$ cat src/rtl/bill_seg_display.sv
// bill_seg_display
//   Converts the 8-bit bill total to BCD with a sequential shift-add-3 engine
//   and drives a 4-digit common-anode multiplexed seven-segment display with
//   leading-zero blanking.
// Ports:
//   Clk   board clock, all state on rising edge
//   Rst   asynchronous active-low reset
//   Bill  unsigned bill total (0-255), registered once on entry
//   An    digit anodes, active-low (An[0] = units, An[3] = always blank)
//   Seg   segments {g,f,e,d,c,b,a}, active-low
//   Dp    decimal point, active-low, held off
//   Busy  high while a BCD conversion is in progress
module bill_seg_display #(
   parameter logic [15:0] REFRESH_DIV = 16'd50000
) (
   input  logic       Clk,
   input  logic       Rst,
   input  logic [7:0] Bill,
   output logic [3:0] An,
   output logic [6:0] Seg,
   output logic       Dp,
   output logic       Busy
);

   typedef enum logic [1:0] {IDLE, LOAD, SHIFT, DONE} state_t;

   state_t      state;
   state_t      state_nxt;
   logic        first;
   logic [7:0]  bill_q;
   logic [7:0]  conv_src;
   logic [19:0] sr;
   logic [19:0] sr_adj;
   logic [19:0] sr_step;
   logic [2:0]  cnt;
   logic [3:0]  disp_h;
   logic [3:0]  disp_t;
   logic [3:0]  disp_u;
   logic [15:0] refresh;
   logic [1:0]  idx;
   logic [6:0]  seg_nxt;

   function automatic logic [3:0] add3(input logic [3:0] n);
      return (n >= 4'd5) ? n + 4'd3 : n;
   endfunction

   function automatic logic [6:0] seg_code(input logic [3:0] d);
      logic [6:0] s;
      case (d)
         4'd0:    s = 7'b1000000;
         4'd1:    s = 7'b1111001;
         4'd2:    s = 7'b0100100;
         4'd3:    s = 7'b0110000;
         4'd4:    s = 7'b0011001;
         4'd5:    s = 7'b0010010;
         4'd6:    s = 7'b0000010;
         4'd7:    s = 7'b1111000;
         4'd8:    s = 7'b0000000;
         4'd9:    s = 7'b0010000;
         default: s = 7'b1111111;
      endcase
      return s;
   endfunction

   // One shift-add-3 step on {hundreds, tens, units, bin}
   always_comb begin
      sr_adj  = {add3(sr[19:16]), add3(sr[15:12]), add3(sr[11:8]), sr[7:0]};
      sr_step = {sr_adj[18:0], 1'b0};
   end

   // State register; 'first' forces one conversion right after reset so
   // Bill = 0 still ends up displayed.
   always_ff @(posedge Clk or negedge Rst) begin
      if (!Rst) begin
         state <= IDLE;
         first <= 1'b1;
      end else begin
         state <= state_nxt;
         first <= 1'b0;
      end
   end

   always_comb begin
      state_nxt = state;
      case (state)
         IDLE:    if (first || (bill_q != conv_src)) state_nxt = LOAD;
         LOAD:    state_nxt = SHIFT;
         SHIFT:   if (cnt == 3'd7) state_nxt = DONE;
         DONE:    state_nxt = IDLE;
         default: state_nxt = IDLE;
      endcase
   end

   assign Busy = (state != IDLE);
   assign Dp   = 1'b1;

   // Conversion datapath. The display registers are written from the final
   // shift result on the edge that enters DONE, so they only ever hold a
   // complete conversion.
   always_ff @(posedge Clk or negedge Rst) begin
      if (!Rst) begin
         bill_q   <= 8'd0;
         conv_src <= 8'd0;
         sr       <= 20'd0;
         cnt      <= 3'd0;
         disp_h   <= 4'd0;
         disp_t   <= 4'd0;
         disp_u   <= 4'd0;
      end else begin
         bill_q <= Bill;
         case (state)
            LOAD: begin
               conv_src <= bill_q;
               sr       <= {12'd0, bill_q};
               cnt      <= 3'd0;
            end
            SHIFT: begin
               sr  <= sr_step;
               cnt <= cnt + 3'd1;
               if (cnt == 3'd7) begin
                  disp_h <= sr_step[19:16];
                  disp_t <= sr_step[15:12];
                  disp_u <= sr_step[11:8];
               end
            end
            default: ;
         endcase
      end
   end

   // Segment content for the currently selected digit, with leading-zero
   // blanking of tens and hundreds.
   always_comb begin
      seg_nxt = 7'b1111111;
      case (idx)
         2'd0: seg_nxt = seg_code(disp_u);
         2'd1: if (!(disp_h == 4'd0 && disp_t == 4'd0)) seg_nxt = seg_code(disp_t);
         2'd2: if (disp_h != 4'd0) seg_nxt = seg_code(disp_h);
         default: seg_nxt = 7'b1111111;
      endcase
   end

   // Scan: An and Seg are registered together so they switch on the same edge.
   always_ff @(posedge Clk or negedge Rst) begin
      if (!Rst) begin
         refresh <= 16'd0;
         idx     <= 2'd0;
         An      <= 4'b1111;
         Seg     <= 7'b1111111;
      end else begin
         if (refresh == REFRESH_DIV - 16'd1) begin
            refresh <= 16'd0;
            idx     <= idx + 2'd1;
         end else begin
            refresh <= refresh + 16'd1;
         end
         An  <= ~(4'b0001 << idx);
         Seg <= seg_nxt;
      end
   end

endmodule
$ cat config.mk
export PLATFORM = sky130hd
export DESIGN_NAME = bill_seg_display
export DESIGN_NICKNAME = d
export VERILOG_FILES = /design/src/rtl/bill_seg_display.sv
export SDC_FILE = /design/constraint.sdc
export NUM_CORES = 1
export LEC_CHECK = 0
export CAP_MARGIN = 20
export CORE_MARGIN = 5
export CORE_UTILIZATION = 64
export DETAILED_ROUTE_END_ITERATION = 8
export PLACE_DENSITY = 0.81
export REMOVE_ABC_BUFFERS = 1
export SYNTH_ARGS = -nofsm -noshare
export SYNTH_HDL_FRONTEND = slang
export SYNTH_SLANG_ARGS = --single-unit
export TNS_END_PERCENT = 5
$ cat constraint.sdc
create_clock -name Clk -period 4.48 [get_ports Clk]
set_input_delay 0.448 -clock Clk [delete_from_list [all_inputs] [get_ports Clk]]
set_output_delay 0.448 -clock Clk [all_outputs]
set_load 0.02 [all_outputs]
==> results_dict.tcl, run 1 <==
set metrics [dict create \
    layout.cells.non_filler 516 \
    ys_ff_latch 83 \
    ys_warn_count 0 \
    synthCells 414 \
    post-route-period-util 0.502 \
    critPathKind "reg -> reg" \
    antenna_found_initial 0 \
    die_h_um 92.0 \
    syn2layout_area_growth_pct 10.3 \
    synth_top_area_cell "dfrtp_1" \
    grt_max_degree 84 \
    cts_root_buf "clkbuf_8" \
    dr.first_iter.drc_count 152 \
    min-delay-start "cnt[0]" \
    cts-resized-gates 0 \
    drc 0 \
    hold_violations 0 \
    max_slew.worst_pin.slew_ps 1110 \
    hpwl_um 5260 \
    port-buffer-count 21 \
    grt_pass1_wl_um 12800 \
    cellLeakagePower_uw 0.00207 \
    critPathMaxStageDelay_ps 640 \
    path_clk_slew_ps 80 \
    maxCapViolations 0 \
    grt_pass1_vias 2830 \
    die_w_um 92.0 \
    placed_cell_area_um2 4540 \
    postCtsSetupBuffers 0 \
    synth_area_leaders "dfrtp_1, ha_1, dfstp_2, mux2_2, o21ai_0" \
    rows 30 \
    rsz0062_at_grt "no" \
    clockBufferDepth 2 \
    routed_via_density 5.72 \
    grt-ovfl-total 0 \
    start_kind "flip-flop" \
    fin_area_um2 4750 \
    n_antenna_cell 0 \
    avgSynthCellArea_um2 10.4 \
    path_max_fanout 23 \
    arrival_ps 2480 \
    relSlewSlack 0.259 \
    crit_family "adder cells" \
    cts_hold_buf 0 \
    ctsHtreeMaxLevel 3 \
    synth_enable_flop_cells 0 \
    path_cells "inv_1, ha_1, nand2_1, mux2_2" \
    r2r_start "state[0]" \
    cpMaxStageDelayCell "ha_1" \
    setup_tns_ps 0 \
    clock_sinks 83 \
    grtUsageTotal 0.188 \
    cts_tree "done" \
    period_needed_ps 2250 \
    placed_cells 498 \
    cp-startpoint "state[0]" \
    core_um2 6680 \
    clock_skew_ps 8.30 \
    critPathBufInv 1 \
    critPathRequiredTime_ps 4710 \
    fin_hold_ws_ps 486 \
    drive_gt1_frac 0.117 \
    yosysSeqAreaShare 0.486 \
    clk_latency_ps 340 \
    critPathCaptureType "flip-flop" \
    detail-route-antenna-nets 0 \
    die_area_um2 8470 \
    finalSetupViolations 0 \
    ys.flop_type "dfrtp_1" \
    syn-cell-area_um2 4310 \
    power_per_cell_area_nw_per_um2 502 \
    cts_buffers 9 \
    start_util 0.645 \
    routabilityCongestion 0.908 \
    vias 2949 \
    drv_slew 0 \
    ios 23 \
    layout.nets 474 \
    drt_pass1_iterations 4 \
    status "complete, no violations" \
    hold_class "reg -> reg" \
    synth-async-reset-ratio 1.00 \
    peakVddDrop_mv 0.378 \
    synth_cell_type_count 53 \
    drt_wl_total_um 7520 \
    max_freq_mhz 444 \
    synth_top_area_share 0.412 \
    wl_per_cell_um 14.6 \
]
==> final timing paths <==
| path | to | slack, ps | depth (start not counted) |
|---|---|---|---|
| setup / recovery | disp_u[0] | 2230 | 4 |
| hold / removal | cnt[0] | 490 | 1 |
| setup reg to reg | disp_u[0] | 2230 | 4 |
| hold reg to reg | cnt[0] | 490 | 1 |
| max in group asynchronous | An[0] | 3330 | 3 |
| min in group asynchronous | sr[16] | 530 | 2 |
==> Yosys cell counts, types with 3 or more instances <==
master / instances
dfrtp_1: 71
o21ai_0: 34
ha_1: 33
inv_1: 32
nand2_1: 27
a21oi_1: 24
nor2_1: 22
mux2_2: 16
xor2_1: 16
clkbuf_1: 13
dfstp_2: 12
nor2b_1: 10
mux2i_1: 9
nand3_1: 8
o22ai_1: 8
xnor2_1: 8
nand2b_1: 6
and3_1: 5
nor3_1: 5
and4_1: 4
nand4b_1: 4
o211ai_1: 4
nand4_1: 3
o221ai_1: 3
==> through the flow <==
stage / setup slack [ps] / util / total power [µW]
2_1_floorplan: 2600 / - / 1670
4_1_cts: 2200 / 0.705 / 2390
6_report: 2230 / 0.711 / 2390
5_1_grt: 1990 / 0.711 / 2550
3_5_place_dp: 2220 / 0.680 / 1920
3_3_place_gp: 2300 / 0.680 / 1880
==> placed cells by master, fill, tap and decap left out, types with 3 or more instances in the layout <==
cell             count
dfrtp_1             71
o21ai_0             34
ha_1                33
inv_1               32
nand2_1             27
a21oi_1             24
nor2_1              22
clkdlybuf4s50_1     20
mux2_2              16
xor2_1              16
dfstp_2             12
nor2b_1             10
clkbuf_8            10
mux2i_1              9
nand3_1              8
xnor2_1              8
o22ai_1              8
nand2b_1             6
and3_1               5
nor3_1               5
o211ai_1             4
and4_1               4
nand4b_1             4
clkinv_2             4
nand4_1              3
o221ai_1             3
==> sequential cells by signal, summed over array words and instances, names as in the netlist <==
signal,count
refresh,16
sr,20
state,2
An,4
disp_h,4
Seg,7
idx,2
first,1
disp_u,4
bill_q,8
conv_src,8
cnt,3
disp_t,4
==> cells by family after synthesis <==
group,after synthesis,synth area share
flops,83,0.486
xor+xnor,24,0.0488
other cells,2,0.00174
fa+ha+maj,33,0.0958
compound gates,90,0.122
simple gates,108,0.138
buf+inv,49,0.0447
mux,25,0.0627
==> per-layer routing <==
| layer | global-route usage | share of wire | routed length (µm) | vias to the layer above |
|---|---|---|---|---|
| met5 | 0 | 0 | 0 | - |
| met4 | 0.0879 | 0.029 | 216 | 0 |
| met3 | 0.0418 | 0.039 | 295 | 19 |
| met2 | 0.308 | 0.48 | 3620 | 58 |
| met1 | 0.238 | 0.45 | 3380 | 1414 |
| li1 | - | - | - | 1458 |
==> final cells by class <==
cell class,count,area [µm²]
multi-input combinational,282,2020
inverter,32,120
tap,80,100
timing repair buffer,23,245
clock buffer,11,141
clock inverter,5,28.8
fill,469,1930
sequential,83,2090
==> report_power, final <==
part / leakage, µW / internal, µW / switching [µW] / total [µW]
Sequential: 0.00104 / 922 / 121 / 1040
Combinational: 0.000941 / 389 / 483 / 872
Clock: 0.0000928 / 214 / 257 / 471
Total: 0.00207 / 1530 / 860 / 2390
Note: power is estimated with default switching activity, not from simulation.
==> run 2, diff against run 1 <==
--- a/config.mk
+++ b/config.mk
@@ -7,9 +7,9 @@
 export LEC_CHECK = 0
 export CAP_MARGIN = 20
 export CORE_MARGIN = 5
-export CORE_UTILIZATION = 64
+export CORE_UTILIZATION = 54
 export DETAILED_ROUTE_END_ITERATION = 8
-export PLACE_DENSITY = 0.81
+export PLACE_DENSITY = 0.73
 export REMOVE_ABC_BUFFERS = 1
 export SYNTH_ARGS = -nofsm -noshare
 export SYNTH_HDL_FRONTEND = slang
==> constraint.sdc (replaced) <==
create_clock -name Clk -period 1.8 [get_ports Clk]
set_input_delay 0.18 -clock Clk [delete_from_list [all_inputs] [get_ports Clk]]
set_output_delay 0.18 -clock Clk [all_outputs]
set_load 0.02 [all_outputs]
==> results_dict.tcl, run 2 (synthesized netlist as in run 1, its figures left out) <==
set metrics [dict create \
    status "complete, no violations" \
    rows 32 \
    cpMaxStageDelayCell "dfrtp_1" \
    hold_violations 0 \
    drive_gt1_frac 0.149 \
    routed_via_density 5.46 \
    hold_class "in -> reg" \
    drv_slew 0 \
    dr.first_iter.drc_count 143 \
    cts_buffers 9 \
    postCtsSetupBuffers 0 \
    post-route-period-util 0.945 \
    port-buffer-count 21 \
    wl_per_cell_um 14.2 \
    fillers 646 \
    antenna_found_initial 0 \
    top_register "sr" \
    layout_commonest_cell "dfrtp_1" \
    regToRegSetupSlack_ps 100 \
    ios 23 \
    relSlewSlack 0.647 \
    placed_cell_area_um2 4690 \
    max_freq_mhz 588 \
    grt_max_degree 41 \
    timing.final.ws_setup_ps 99.5 \
    path_max_fanout 4 \
    path_cells "inv_1, ha_1, nand2b_1, a21oi_1, mux2_2, o21ai_0" \
    grtUsageTotal 0.170 \
    largestRegisters "sr (20), refresh (16)" \
    critPathRequiredTime_ps 2070 \
    die_h_um 99.3 \
    hpwl_um 5600 \
    die_area_um2 9860 \
    most-common-layout-cells "dfrtp_1, o21ai_0, inv_1, ha_1, nand2_1" \
    max_slew.worst_pin.slew_ps 529 \
    routabilityCongestion 0.926 \
    drt_wl_total_um 7810 \
    power.total_uw 6220 \
    peakVddDrop_mv 0.745 \
    grt_pass1_vias 3078 \
    period_needed_ps 1700 \
    arrival_ps 1970 \
    ctsHtreeMaxLevel 3 \
    vias 3006 \
    clock_sinks 83 \
    clock_skew_ps 11.2 \
    path_clk_slew_ps 90 \
    cts_root_buf "clkbuf_8" \
    grt-ovfl-total 0 \
    start_util 0.555 \
    fin_area_um2 4900 \
    start_kind "flip-flop" \
    largest_register_ffs 20 \
    dp_slack_ps 121 \
    grt_pass1_wl_um 13700 \
    finalSetupViolations 0 \
    drc 0 \
    critPathMaxStageDelay_ps 400 \
    maxCapViolations 0 \
    syn2layout_area_growth_pct 13.7 \
    clockBufferDepth 2 \
    clk_latency_ps 350 \
    die_w_um 99.3 \
    critPathKind "reg -> reg" \
    core_um2 7770 \
    cts_tree "done" \
    cellLeakagePower_uw 0.00213 \
    drt_pass1_iterations 4 \
    rsz0062_at_grt "no" \
    power_per_cell_area_nw_per_um2 1270 \
    detail-route-antenna-nets 0 \
    critPathCaptureType "flip-flop" \
    layout.nets 487 \
    n_antenna_cell 0 \
]
[run 2: changes by cell type in the layout (fill, tap and decap cells not counted), sizes merged]
cell / previous run / this run
buf: 2 / 15
clkbuf: 11 / 9
clkinvlp: 0 / 2
bufinv: 0 / 1
clkdlybuf4s50: 20 / 19
clkinv: 5 / 4
dlygate4sd2: 0 / 1
[run 2: worst paths after layout]
| path | endpoint | from | cells after the start |
|---|---|---|---|
| hold reg to reg | cnt[0] | cnt[0] | 1 |
| max in group asynchronous | Seg[3] | Rst | 3 |
| setup / recovery | disp_u[2] | sr[8] | 6 |
| hold / removal | bill_q[1] | Bill[1] | 1 |
| setup reg to reg | disp_u[2] | sr[8] | 6 |
| min in group asynchronous | sr[19] | Rst | 2 |
[run 2: power by group]
group	internal (µW)	total (µW)	switching, µW
registers	2290	2560	264
logic	1060	2330	1270
clock network	636	1320	688
total	3990	6220	2220
[run 2: metal layers]
metal | vias to the layer above | GRT usage | wire (µm) | share of wire
li1 | 1485 | - | - | -
met1 | 1455 | 0.212 | 3620 | 0.46
met2 | 49 | 0.290 | 3760 | 0.48
met3 | 17 | 0.0330 | 249 | 0.032
met4 | 0 | 0.0704 | 175 | 0.022
met5 | - | 0 | 0 | 0
[run 2: cell type report]
type                            count  area [µm²]  area share
Clock buffer                        9         124      0.0253
Clock inverter                      7        68.8      0.0141
Inverter                           32         120      0.0245
Multi-Input combinational cell    282        2030       0.415
Sequential cell                    83        2090       0.427
Tap cell                          102         128      0.0261
Timing Repair Buffer               36         334      0.0682
[run 2: critical path, delay by kind of cell, from the launching register on]
kind,cells,cell delay [ps]
flip-flops,1,400
AO/OA/AOI/OAI,2,400
multiplexers,1,390
adder cells (fa/ha/maj),1,240
buffers and inverters,1,110
AND/OR/NAND/NOR,1,90
[run 2: what timing repair did]
action / CTS / global route
hold buffers: 1 / 0
endpoints found under the setup margin: 1 / 3
gates resized for setup: 1 / 2
hold endpoints to repair: 36 / 0
[run 2: per-stage QoR]
| step | hold slack [ps] | setup TNS, ps | util | std cells |
|---|---|---|---|---|
| CTS | 246 | 0 | 0.630 | 551 |
| global placement | 185 | 0 | 0.604 | 534 |
| finish | 257 | 0 | 0.630 | 551 |
| floorplan | -116 | -149 | - | 397 |
| global route | 240 | 0 | 0.630 | 551 |
| detailed placement | 197 | 0 | 0.604 | 534 |
==> run 3, diff against run 2 <==
--- a/config.mk
+++ b/config.mk
@@ -7,9 +7,9 @@
 export LEC_CHECK = 0
 export CAP_MARGIN = 20
 export CORE_MARGIN = 5
-export CORE_UTILIZATION = 54
+export CORE_UTILIZATION = 35
 export DETAILED_ROUTE_END_ITERATION = 8
-export PLACE_DENSITY = 0.73
+export PLACE_DENSITY = 0.5
 export REMOVE_ABC_BUFFERS = 1
 export SYNTH_ARGS = -nofsm -noshare
 export SYNTH_HDL_FRONTEND = slang
==> results_dict.tcl, run 3 (synthesized netlist as in run 1, its figures left out) <==
set metrics [dict create \
    status "complete, no violations" \
    start_util 0.357 \
    clock_skew_ps 4.58 \
    wl_per_cell_um 12.9 \
    rsz0062_at_grt "no" \
    cts_root_buf "clkbuf_16" \
    drc 0 \
    clockBufferDepth 2 \
    die_w_um 121 \
    clkPwrFrac 0.272 \
    drt_pass1_iterations 4 \
    drive_gt1_frac 0.144 \
    routed_via_density 4.82 \
    finalSetupViolations 0 \
    seq_power_share 0.380 \
    dp_slack_ps 161 \
    maxCapViolations 0 \
    largest_register_ffs 20 \
    largestRegisters "sr (20), refresh (16)" \
    top_register "sr" \
    path_max_fanout 4 \
    n_antenna_cell 0 \
    grt-ovfl-total 0 \
    cellLeakagePower_uw 0.00220 \
    die_h_um 121 \
    cts_buffers 9 \
    power.total_uw 6740 \
    period_needed_ps 1640 \
    peakVddDrop_mv 0.775 \
    ctsHtreeMaxLevel 3 \
    drv_slew 0 \
    p_int_uw 4480 \
    layout_commonest_cell "dfrtp_1" \
    placed_cell_area_um2 4790 \
    timing.final.ws_setup_ps 160 \
    syn2layout_area_growth_pct 18.2 \
    antenna_found_initial 0 \
    grtUsageTotal 0.118 \
    port-buffer-count 21 \
    critPathRequiredTime_ps 2030 \
    die_area_um2 14600 \
    most-common-layout-cells "dfrtp_1, o21ai_0, ha_1, inv_1, nand2_1" \
    max_freq_mhz 610 \
    cts_tree "done" \
    clock_sinks 83 \
    core_um2 12100 \
    drt_wl_total_um 8000 \
    post-route-period-util 0.911 \
    critPathKind "reg -> reg" \
    ios 23 \
    fin_hold_ws_ps 278 \
    dr.first_iter.drc_count 187 \
    hold_violations 0 \
    grt_pass1_wl_um 13800 \
    hpwl_um 5750 \
    critPathCaptureType "flip-flop" \
    start_kind "flip-flop" \
    path_clk_slew_ps 60 \
    swShare 0.335 \
    clk_latency_ps 340 \
    grt_max_degree 39 \
    fin_area_um2 5090 \
    relSlewSlack 0.650 \
    grt_pass1_vias 2846 \
    arrival_ps 1870 \
    rows 40 \
    detail-route-antenna-nets 0 \
    combPwrFrac 0.348 \
    switchingPower_uw 2260 \
    power_per_cell_area_nw_per_um2 1320 \
    routabilityCongestion 0.811 \
    hold_class "in -> reg" \
    vias 2981 \
    layout.nets 489 \
    max_slew.worst_pin.slew_ps 525 \
    postCtsSetupBuffers 0 \
    final_util 0.422 \
]
run 3: cell count changes in the layout (fill, tap and decap cells not counted), sizes merged:
cell	previous run	this run
inv	32	33
clkinvlp	2	0
clkinv	4	3
clkbuf	9	11
buf	15	17
run 3: critical path: stages, from the launching register on:
cell and delay [ps]:
dfrtp_1 410, or4b_4 560, nor4_4 230, o21ai_1 100, a22o_1 230
run 3: what timing repair did:
item | 4_1_cts | 5_1_grt
gates resized for setup | 1 | 0
endpoints found under the hold margin | 30 | 0
hold buffers | 1 | 0
setup endpoints to repair | 1 | 0
run 3: power groups by stage:
stage               registers (µW)  clock network, µW  logic (µW)
floorplan                     2630                  0        1540
global placement              2590                  0        2360
detailed placement            2600                  0        2360
CTS                           2570               1900        2380
global route                  2620               1970        2640
finish                        2560               1840        2340
run 3: through the flow:
stage	TNS, ps	cells
floorplan	-149	397
detailed placement	0	602
global route	0	619
global placement	0	602
CTS	0	619
finish	0	619
run 3: area by class of cell:
| cell class | instances | area (µm²) |
|---|---|---|
| multi-input combinational | 282 | 2020 |
| clock inverter | 5 | 52.6 |
| timing repair buffer | 38 | 349 |
| clock buffer | 11 | 243 |
| sequential | 83 | 2090 |
| inverter | 32 | 120 |
| fill | 1174 | 6970 |
| tap | 168 | 210 |
run 3: per-layer routing:
layer | wire length, µm | GRT usage
met1 | 3820 | 0.150
met2 | 3780 | 0.191
met3 | 269 | 0.0322
met4 | 130 | 0.0453
met5 | 0 | 0
run 3: path summary, 6_finish.rpt:
kind | start | to | slack, ps | cells past startpoint
setup / recovery | refresh[4] | refresh[9] | 160 | 4
hold / removal | Bill[4] | bill_q[4] | 280 | 1
setup reg to reg | refresh[4] | refresh[9] | 160 | 4
hold reg to reg | cnt[0] | cnt[0] | 490 | 1
max in group asynchronous | Rst | An[2] | 810 | 3
min in group asynchronous | Rst | sr[17] | 370 | 2
